`src/rtl/hlsm_sched_dp_pkg.sv`:
```
// Shared types and constants for the scheduled HLS test datapath.
// State counter encoding, phase decode and legal parameter bounds.
package hlsm_sched_dp_pkg;

  localparam int MIN_LATENCY = 3;
  localparam int MAX_LATENCY = 16;
  localparam int ST_W        = 5;

  typedef logic [ST_W-1:0] st_t;

  localparam st_t ST_WAIT = st_t'(0);
  localparam st_t S_BASE  = st_t'(1);

  typedef enum logic [2:0] {
    PH_WAIT,
    PH_S1,
    PH_S2,
    PH_S3,
    PH_PAD,
    PH_FINAL
  } phase_e;

  function automatic st_t st_final(input int lat);
    return st_t'(lat + 1);
  endfunction

  // FINAL is always above S3 since LATENCY >= 3
  function automatic phase_e st_phase(input st_t s, input st_t fin);
    phase_e p;
    p = PH_PAD;
    unique case (1'b1)
      (s == ST_WAIT):          p = PH_WAIT;
      (s == fin):              p = PH_FINAL;
      (s == S_BASE):           p = PH_S1;
      (s == st_t'(2)):         p = PH_S2;
      (s == st_t'(3)):         p = PH_S3;
      default:                 p = PH_PAD;
    endcase
    return p;
  endfunction

endpackage

```
`src/rtl/hlsm_sched_dp_mul.sv`:
```
// Signed truncating multiplier: keeps the DATAWIDTH LSBs of the product.
// The low half of a product is identical for signed and unsigned operands.
module hls_mul #(
  parameter int DATAWIDTH = 16
) (
  input  logic signed [DATAWIDTH-1:0] a_i,
  input  logic signed [DATAWIDTH-1:0] b_i,
  output logic signed [DATAWIDTH-1:0] y_o
);

  assign y_o = a_i * b_i;

endmodule

```
`src/rtl/hlsm_sched_dp.sv`:
```
// FSM-scheduled datapath: j = (a*b + c)*d, k = e*f.
// Binary state counter WAIT, S1..S_L, FINAL; Done is registered from FINAL.
module hlsm_sched_dp
  import hlsm_sched_dp_pkg::*;
#(
  parameter int DATAWIDTH = 16,
  parameter int LATENCY   = 4,
  parameter int NUM_MULT  = 2
) (
  input  logic                        Clk,
  input  logic                        Rst,
  input  logic                        Start,
  input  logic signed [DATAWIDTH-1:0] a,
  input  logic signed [DATAWIDTH-1:0] b,
  input  logic signed [DATAWIDTH-1:0] c,
  input  logic signed [DATAWIDTH-1:0] d,
  input  logic signed [DATAWIDTH-1:0] e,
  input  logic signed [DATAWIDTH-1:0] f,
  output logic                        Done,
  output logic signed [DATAWIDTH-1:0] j,
  output logic signed [DATAWIDTH-1:0] k
);

  typedef logic signed [DATAWIDTH-1:0] word_t;

  localparam st_t ST_FIN = st_final(LATENCY);

  generate
    if (LATENCY < MIN_LATENCY || LATENCY > MAX_LATENCY ||
        (NUM_MULT != 1 && NUM_MULT != 2)) begin : g_bad_cfg
      $error("hlsm_sched_dp: illegal LATENCY or NUM_MULT");
    end
  endgenerate

  st_t    st_q, st_d;
  phase_e ph;
  logic   accept;

  word_t a_q, b_q, c_q, d_q, e_q, f_q;
  word_t h_q, i_q, j_q, k_q;
  logic  done_q;

  word_t m0_a, m0_b, m0_y, m1_y;
  logic  k_we;

  assign ph     = st_phase(st_q, ST_FIN);
  assign accept = (ph == PH_WAIT) && Start;

  always_ff @(posedge Clk or posedge Rst) begin
    if (Rst) begin
      st_q <= ST_WAIT;
    end else begin
      st_q <= st_d;
    end
  end

  always_comb begin
    st_d = st_q;
    unique case (ph)
      PH_WAIT:  if (Start) st_d = S_BASE;
      PH_FINAL: st_d = ST_WAIT;
      default:  st_d = st_q + st_t'(1);
    endcase
  end

  // Multiplier 0 serves a*b in S1 and i*d in S3; when it is the
  // only one, it also serves e*f in the otherwise free S2 slot.
  always_comb begin
    m0_a = a_q;
    m0_b = b_q;
    unique case (1'b1)
      (ph == PH_S3): begin
        m0_a = i_q;
        m0_b = d_q;
      end
      (NUM_MULT == 1 && ph == PH_S2): begin
        m0_a = e_q;
        m0_b = f_q;
      end
      default: ;
    endcase
  end

  hls_mul #(.DATAWIDTH(DATAWIDTH)) u_mul0 (
    .a_i (m0_a),
    .b_i (m0_b),
    .y_o (m0_y)
  );

  generate
    if (NUM_MULT == 2) begin : g_two_mul
      hls_mul #(.DATAWIDTH(DATAWIDTH)) u_mul1 (
        .a_i (e_q),
        .b_i (f_q),
        .y_o (m1_y)
      );
      assign k_we = (ph == PH_S1);
    end else begin : g_one_mul
      assign m1_y = m0_y;
      assign k_we = (ph == PH_S2);
    end
  endgenerate

  always_ff @(posedge Clk or posedge Rst) begin
    if (Rst) begin
      a_q    <= '0;
      b_q    <= '0;
      c_q    <= '0;
      d_q    <= '0;
      e_q    <= '0;
      f_q    <= '0;
      h_q    <= '0;
      i_q    <= '0;
      j_q    <= '0;
      k_q    <= '0;
      done_q <= 1'b0;
    end else begin
      if (accept) begin
        a_q <= a;
        b_q <= b;
        c_q <= c;
        d_q <= d;
        e_q <= e;
        f_q <= f;
      end
      if (ph == PH_S1) h_q <= m0_y;
      if (ph == PH_S2) i_q <= h_q + c_q;
      if (ph == PH_S3) j_q <= m0_y;
      if (k_we)        k_q <= m1_y;
      done_q <= (ph == PH_FINAL);
    end
  end

  assign Done = done_q;
  assign j    = j_q;
  assign k    = k_q;

endmodule

```
`config.mk`:
```
export PLATFORM = sky130hd
export DESIGN_NAME = hlsm_sched_dp
export DESIGN_NICKNAME = d
export VERILOG_FILES = /design/src/rtl/hlsm_sched_dp_pkg.sv /design/src/rtl/hlsm_sched_dp_mul.sv /design/src/rtl/hlsm_sched_dp.sv
export SDC_FILE = /design/constraint.sdc
export NUM_CORES = 1
export LEC_CHECK = 0
export ABC_AREA = 1
export CAP_MARGIN = 25
export CORE_AREA = 4 4 195 197
export CTS_BUF_LIST = sky130_fd_sc_hd__clkbuf_4 sky130_fd_sc_hd__clkbuf_8
export CTS_CLUSTER_SIZE = 10
export DETAILED_ROUTE_END_ITERATION = 7
export DIE_AREA = 0 0 199 201
export GPL_ROUTABILITY_DRIVEN = 0
export SLEW_MARGIN = 15
export SYNTH_ARGS = -nofsm -noshare
export SYNTH_HDL_FRONTEND = slang
export SYNTH_SLANG_ARGS = --single-unit
export TNS_END_PERCENT = 50
```
`constraint.sdc`:
```
create_clock -name Clk -period 9.6 [get_ports Clk]
set_input_delay 1.92 -clock Clk [delete_from_list [all_inputs] [get_ports Clk]]
set_output_delay 1.92 -clock Clk [all_outputs]
set_load 0.05 [all_outputs]
```
==> results of run 1 <==
-- per-layer routing --
metal	part of all wire (%)	global-route usage, %	up-vias
met5	0.099	0	-
met4	3.0	6.89	6
met3	4.7	3.41	82
met2	51	37.7	313
met1	41	27.2	6150
li1	-	-	6077
-- state kept, by name, indices dropped and copies added, names as in the netlist --
signal,cells
h_q,16
k,16
b_q,16
j,16
e_q,16
f_q,16
c_q,16
st_q,5
i_q,16
a_q,16
d_q,16
Done,1
-- final timing paths --
check	endpoint	from	slack [ns]	depth (start not counted)
max in group asynchronous	j[10]	Rst	6.38	4
max	h_q[15]	st_q[1]	1.79	31
min in group asynchronous	f_q[9]	Rst	1.97	2
min reg2reg	k[9]	k[9]	0.49	2
max reg2reg	h_q[15]	st_q[1]	1.79	31
min	k[9]	k[9]	0.49	2
-- synth_stat cells (5+ instances only) --
cell type	count	share of area, %
clkbuf_1	37	0.86
nor3_1	6	0.19
o21ai_0	51	1.6
nand2_1	488	11
inv_1	419	9.7
o31ai_1	6	0.28
xnor2_1	14	0.76
nand3_2	6	0.37
nor2_1	114	2.6
nand2_2	17	0.66
a21oi_1	62	1.9
fa_1	159	20
buf_2	13	0.40
ha_1	141	11
o21bai_1	5	0.23
or2_2	8	0.31
dfrtp_1	166	26
xor2_1	41	2.2
mux2_2	73	5.1
nand3b_1	10	0.46
nand3_1	64	2.0
o21ai_2	6	0.33
buf_6	8	0.56
-- through the flow --
stage | instance area (sq um) | hold WS, ns
5_1_grt | 18200 | 0.524
4_1_cts | 18200 | 0.493
3_5_place_dp | 17800 | 0.469
2_1_floorplan | 16200 | 0.450
3_3_place_gp | 17800 | 0.468
6_report | 18200 | 0.490
-- cell type report --
class | count | area (sq um)
fill | 3548 | 18000
clock inverter | 14 | 189
tap | 468 | 586
inverter | 424 | 1600
sequential | 166 | 4150
timing repair buffer | 139 | 1390
clock buffer | 18 | 248
multi-input combinational | 1301 | 10100
-- worst register-to-register path: cells and delay by family, from the launching register on --
family          cells  cell delay, ns
fa+ha+maj           8            3.30
simple gates       11            2.29
compound gates      2            0.79
buf+inv             9            0.68
flops               1            0.42
xor+xnor            1            0.22
-- kinds of logic (layout without fill, tap and decap cells) --
group | count (synthesis) | in the layout | synth area share [%]
adder cells (fa/ha/maj) | 300 | 300 | 30.6
AO/OA/AOI/OAI | 145 | 145 | 5.01
buffers and inverters | 487 | 595 | 11.9
flip-flops | 166 | 166 | 25.7
AND/OR/NAND/NOR | 728 | 728 | 18.7
multiplexers | 73 | 73 | 5.09
XOR/XNOR | 55 | 55 | 2.98
==> out/metrics.cfg, run 1 <==
[cts]
cts_root_buf = clkbuf_8
cts_tree = yes
cts-buffers-inserted = 17
clock_latency_ns = 0.50
h-tree-depth = 4
cts.repair.resized = 0
clockBufferDepth = 2
cts_setup_buffers = 0
clk_pin_slew_worst_paths_ns = 0.11
cts_hold_buf = 0
clock_sinks = 166

[worst_setup_path]
crit_fanout = 79
path_class = flop to flop
cp_slowest_stage_delay_ns = 0.67
cp-end-kind = flop
cp.arrival_ns = 8.20
cpMostUsedCell = inv_1
cp_num_buf_inv = 9
start_kind = flop
worst_ep_required_time_ns = 10.00
critPathTopFamily = adder cells
cp_slowest_cell = nand2_4

[finish]
n_antenna_cell = 0
stdcell_count = 2530
nets = 2448
utilization_pct = 50.3
drive_above_1_share_pct = 7.95
area_growth_pct = 12.9
layout_common_cells = nand2_1 (487), inv_1 (418), dfrtp_1 (166), fa_1 (159), ha_1 (141)
layout_commonest_cell = nand2_1

[timing]
setup_tns_ns = 0
worst_slew_pin_slew_ns = 0.857
rsz0062_at_grt = false
setup_ws_ns = 1.79
finalCritPeriodShare_pct = 81.3
slew_headroom_pct = 42.9
min_period_ns = 7.81
drv_slew = 0
setup_viol = 0
finalHoldViolations = 0
clock_skew_ns = 0.0235
clock.fmax_ghz = 0.128

[detailed_routing]
drt_iter0_drc = 815
route.final.wire_length_um = 41200
ant_nets = 0
drt-wirelength-per-cell_um = 16.3
drc = 0
vias_per_cell = 4.99
dr.pass1.iters = 5
vias = 12600

[placement]
place_hpwl_um = 33200
pre_cts_slack_ns = 1.85
dp.cells = 2497
portBuffers = 131

[floorplanning]
start_util_pct = 44.6
core-area_sq_mm = 0.0363
die-height_um = 201
dieArea_sq_mm = 0.0400
rows = 70
pin_count = 132
die_x_um = 199

[logic_synthesis]
ys_warn_count = 0
seq_area_frac_synth_pct = 25.7
synth_area_sq_mm = 0.0162
synth-main-ff-cell = dfrtp_1
synth_edf_count = 0
syn_area_per_cell_sq_um = 8.27
synth.distinct_cells = 44
synth-async-reset-ratio_pct = 100
ys_ff_latch = 166
synth_cells = 1954
synth_fp_nets = 2353

[worst_hold_path]
hp-class = flop to flop

[grt]
grt_first_pass_wirelength_um = 68700
grt_overflow = 0
track_usage_pct = 21.5
grt_antenna_before_repair = 3
grt_pass1_vias = 13500
grt_max_degree = 93

[outcome]
status = completed

[run]
cap_violations = 0

Power of run 1 is left out: the tool's default activity adds up to more than one toggle a clock period on the data nets, which glitch-free logic cannot reach.
==> run 2: changes to the inputs <==
- clock period: 9.6 -> 7.4 ns (I/O delays scaled with it)
==> out/metrics.cfg, run 2 (same netlist as run 1, synthesis figures left out) <==
[cts]
clock_latency_ns = 0.47  ; was 0.50 ns
cts_root_buf = clkbuf_8  ; unchanged
clk_pin_slew_worst_paths_ns = 0.10  ; was 0.11 ns
clock_sinks = 166  ; unchanged
cts-buffers-inserted = 17  ; unchanged
cts.repair.resized = 0  ; unchanged
cts_tree = yes  ; unchanged
h-tree-depth = 4  ; unchanged
cts_setup_buffers = 0  ; unchanged
cts_hold_buf = 0  ; unchanged
clockBufferDepth = 2  ; unchanged

[detailed_routing]
dr_wl_met3_um = 1970  ; was 1930 um
route.final.wire_length_um = 40800  ; was 41200 um
wl_met2_um = 20900  ; about the same
dr.pass1.iters = 6  ; was 5
drc = 0  ; unchanged
drt-met1-wl_um = 16800  ; was 17100 um
vias = 12700  ; was 12600
vias_per_cell = 5.00  ; was 4.99
top_layer = met5  ; unchanged
drt_iter0_drc = 680  ; was 815
ant_nets = 0  ; unchanged
drt-wirelength-per-cell_um = 16.1  ; was 16.3 um

[floorplanning]
pin_count = 132  ; unchanged
dieArea_sq_mm = 0.0400  ; unchanged
die-height_um = 201  ; unchanged
start_util_pct = 44.6  ; unchanged
core-area_sq_mm = 0.0363  ; unchanged
die_x_um = 199  ; unchanged
rows = 70  ; unchanged

[worst_setup_path]
r2r_slack_ns = 0.50  ; was 1.79 ns
cp_num_cells = 29  ; was 31
worst_ep_required_time_ns = 7.76  ; was 10.00 ns
cp_slowest_cell = fa_1  ; was nand2_4
crit_fanout = 38  ; was 79
path_class = flop to flop  ; unchanged
cp_slowest_stage_delay_ns = 0.55  ; was 0.67 ns
r2r_start = st_q[0]  ; was st_q[1]
rr_worst_depth = 29  ; was 31
cp.arrival_ns = 7.27  ; was 8.20 ns
reg2reg_to = j[15]  ; was h_q[15]
crit_end = j[15]  ; was h_q[15]
cp-end-kind = flop  ; unchanged
critPathTopFamily = adder cells  ; unchanged
start_kind = flop  ; unchanged
cp_num_buf_inv = 7  ; was 9
startpoint = st_q[0]  ; was st_q[1]

[timing]
finalHoldViolations = 0  ; unchanged
clock.fmax_ghz = 0.145  ; was 0.128 GHz
worst_slew_pin_slew_ns = 0.795  ; was 0.857 ns
rsz0062_at_grt = false  ; unchanged
drv_slew = 0  ; unchanged
setup_viol = 0  ; unchanged
slew_headroom_pct = 47.0  ; was 42.9%
setup_tns_ns = 0  ; unchanged
finalCritPeriodShare_pct = 93.3  ; was 81.3%
min_period_ns = 6.90  ; was 7.81 ns
clock_skew_ns = 0.0126  ; was 0.0235 ns

[finish]
layout_common_cells = nand2_1 (487), inv_1 (418), dfrtp_1 (166), fa_1 (159), ha_1 (141)  ; unchanged
area_growth_pct = 12.7  ; was 12.9%
layout_commonest_cell = nand2_1  ; unchanged
stdcell_area_sq_mm = 0.0182  ; about the same
n_fill_cell = 3564  ; was 3548
n_antenna_cell = 0  ; unchanged
nets = 2451  ; was 2448
drive_above_1_share_pct = 8.09  ; was 7.95%

[grt]
grt_pass1_vias = 13200  ; was 13500
grt_antenna_before_repair = 1  ; was 3
grt_first_pass_wirelength_um = 67200  ; was 68700 um
grt_overflow = 0  ; unchanged
grt_max_degree = 89  ; was 93
track_usage_pct = 21.2  ; was 21.5%

[placement]
portBuffers = 131  ; unchanged
place_hpwl_um = 33200  ; about the same
placed_cell_area_sq_mm = 0.0178  ; about the same

[run]
cap_violations = 0  ; unchanged

[outcome]
status = completed  ; unchanged

[worst_hold_path]
hp-class = flop to flop  ; unchanged

## run 2: metal layers
metal  vias up  GRT usage, %
met5         -             0
li1       6088             -
met4         2          6.60
met3        73          3.02
met1      6181          26.5
met2       317          37.6
## run 2: area by class of cell
cell class / count / area, sq um / area share, %
multi-input cells: 1301 / 10100 / 55.4
clock inverters: 14 / 144 / 0.790
flip-flops and latches: 166 / 4150 / 22.8
inverters: 424 / 1600 / 8.77
repair buffers: 142 / 1410 / 7.72
clock buffers: 18 / 241 / 1.33
well taps: 468 / 586 / 3.22
## run 2: how the worst min path moves through the flow
stage,start,endpoint,slack (ns),cells past startpoint
after global routing,k[8],k[8],0.51,2
after CTS,k[3],k[3],0.49,2
after global placement,h_q[5],h_q[5],0.47,2
final,k[3],k[3],0.49,2
after floorplan,i_q[10],i_q[10],0.45,2
after detailed placement,k[9],k[9],0.47,2
## run 2: tightest hold or removal path, stage by stage (launching register included)
cell	delay, ns
dfrtp_1	0.36
nand2_1	0.05
nand2_1	0.05
## run 2: through the flow
step | util (%) | setup WS (ns) | instances | hold WS (ns)
finish | 50.2 | 0.496 | 2533 | 0.488
global route | 50.2 | 0.00214 | 2533 | 0.513
floorplan | - | 1.05 | 1954 | 0.450
global placement | 49.1 | 0.635 | 2500 | 0.468
CTS | 50.2 | 0.483 | 2532 | 0.493
detailed placement | 49.1 | 0.519 | 2500 | 0.469
Power of run 2 is left out for the same reason.
==> run 3: changes to the inputs <==
- CORE_AREA: 4 4 195 197 -> 2 2 164 230
- DIE_AREA: 0 0 199 201 -> 0 0 166 232
- SETUP_SLACK_MARGIN: default -> 0.1
==> out/metrics.cfg, run 3 (same netlist as run 1, synthesis figures left out) <==
[worst_setup_path]
worst_ep_required_time_ns = 7.79  ; was 7.76 ns
path_class = flop to flop  ; unchanged
cp_num_buf_inv = 9  ; was 7
crit_fanout = 36  ; was 38
critPathTopFamily = adder cells  ; unchanged
cp_slowest_cell = fa_1  ; unchanged
cp_slowest_stage_delay_ns = 0.55  ; about the same
cp-end-kind = flop  ; unchanged
cp.arrival_ns = 7.12  ; was 7.27 ns
cpMostUsedCell = inv_1
start_kind = flop  ; unchanged

[cts]
clock_sinks = 166  ; unchanged
h-tree-depth = 4  ; unchanged
cts-buffers-inserted = 17  ; unchanged
clock_latency_ns = 0.50  ; was 0.47 ns
cts_root_buf = clkbuf_8  ; unchanged
cts_tree = yes  ; unchanged
cts_hold_buf = 0  ; unchanged
clockBufferDepth = 2  ; unchanged
clk_pin_slew_worst_paths_ns = 0.09  ; was 0.10 ns

[floorplanning]
die-height_um = 232  ; was 201 um
die_x_um = 166  ; was 199 um
core-area_sq_mm = 0.0365  ; was 0.0363 sq mm
rows = 83  ; was 70
start_util_pct = 44.3  ; was 44.6%
dieArea_sq_mm = 0.0385  ; was 0.0400 sq mm
pin_count = 132  ; unchanged

[placement]
portBuffers = 131  ; unchanged
place_hpwl_um = 34400  ; was 33200 um

[timing]
slew_headroom_pct = 39.4  ; was 47.0%
setup_viol = 0  ; unchanged
rsz0062_at_grt = false  ; unchanged
setup_tns_ns = 0  ; unchanged
hold_slack_ns = 0.489  ; was 0.488 ns
worst_slew_pin_slew_ns = 0.910  ; was 0.795 ns
finalCritPeriodShare_pct = 90.9  ; was 93.3%
finalHoldViolations = 0  ; unchanged
clock.fmax_ghz = 0.149  ; was 0.145 GHz
clock_skew_ns = 0.0151  ; was 0.0126 ns
min_period_ns = 6.73  ; was 6.90 ns
drv_slew = 0  ; unchanged

[run]
cap_violations = 0  ; unchanged

[finish]
drive_above_1_share_pct = 8.28  ; was 8.09%
layout_common_cells = nand2_1 (484), inv_1 (418), dfrtp_1 (166), fa_1 (159), ha_1 (141)  ; was nand2_1 (487), inv_1 (418), dfrtp_1 (166), fa_1 (159), ha_1 (141)
nets = 2452  ; was 2451
utilization_pct = 50.3  ; was 50.2%
layout_commonest_cell = nand2_1  ; unchanged
area_growth_pct = 13.5  ; was 12.7%
n_antenna_cell = 0  ; unchanged

[grt]
grt_max_degree = 90  ; was 89
grt_first_pass_wirelength_um = 69400  ; was 67200 um
track_usage_pct = 23.1  ; was 21.2%
grt_overflow = 0  ; unchanged
grt_pass1_vias = 13800  ; was 13200
grt_antenna_before_repair = 1  ; unchanged

[detailed_routing]
dr.pass1.iters = 6  ; unchanged
drt_iter0_drc = 680  ; unchanged
vias = 12800  ; was 12700
vias_per_cell = 5.04  ; was 5.00
ant_nets = 0  ; unchanged
drt-wirelength-per-cell_um = 16.6  ; was 16.1 um
route.final.wire_length_um = 42000  ; was 40800 um
drc = 0  ; unchanged

[outcome]
status = completed  ; unchanged

[worst_hold_path]
hp-class = flop to flop  ; unchanged

run 3: cell count changes in the layout (fill, tap and decap cells not counted), moves of 2 or more:
cell and delta:
bufinv_16 +4, clkinvlp_4 -4, nand2_1 -3, nand2_2 +3, clkbuf_8 +2, clkinv_4 +2
run 3: cell type report:
type,instances,area [sq um]
clock buffer,19,262
clock inverter,13,215
fill,3487,18100
inverter,424,1600
multi-input combinational,1301,10100
sequential,166,4150
tap,467,584
timing repair buffer,143,1430
run 3: per-layer routing:
metal / up-vias / track usage [%] / part of all wire [%]
met3: 101 / 3.73 / 4.0
met4: 2 / 11.5 / 5.0
met5: - / 0 / 0.026
met1: 6245 / 24.4 / 37
li1: 6097 / - / -
met2: 315 / 44.0 / 54
run 3: repair_timing:
| action | CTS | global route |
|---|---|---|
| resized for setup | 0 | 6 |
| endpoints found under the setup margin | 0 | 2 |
| buffers inserted | 0 | 0 |
run 3: worst paths after layout:
check                         from     end  slack (ns)  cells after the start
max                        st_q[0]   j[15]        0.67                     32
min                           j[5]    j[5]        0.49                      2
max reg2reg                st_q[0]   j[15]        0.67                     32
min reg2reg                   j[5]    j[5]        0.49                      2
max in group asynchronous      Rst    j[8]        4.55                      4
min in group asynchronous      Rst  e_q[3]        1.53                      2
run 3: tightest hold or removal path, cell delays in order, from the launching register on:
cell and delay, ns:
dfrtp_1 0.35, nand2_1 0.05, nand2_1 0.05
run 3: stage by stage:
step	std cells	area, sq um	setup slack [ns]
finish	2533	18300	0.672
global route	2533	18300	0.133
CTS	2532	18300	0.484
detailed placement	2500	17800	0.520
global placement	2500	17800	0.684
floorplan	1954	16200	1.05
Power of run 3 is left out for the same reason.
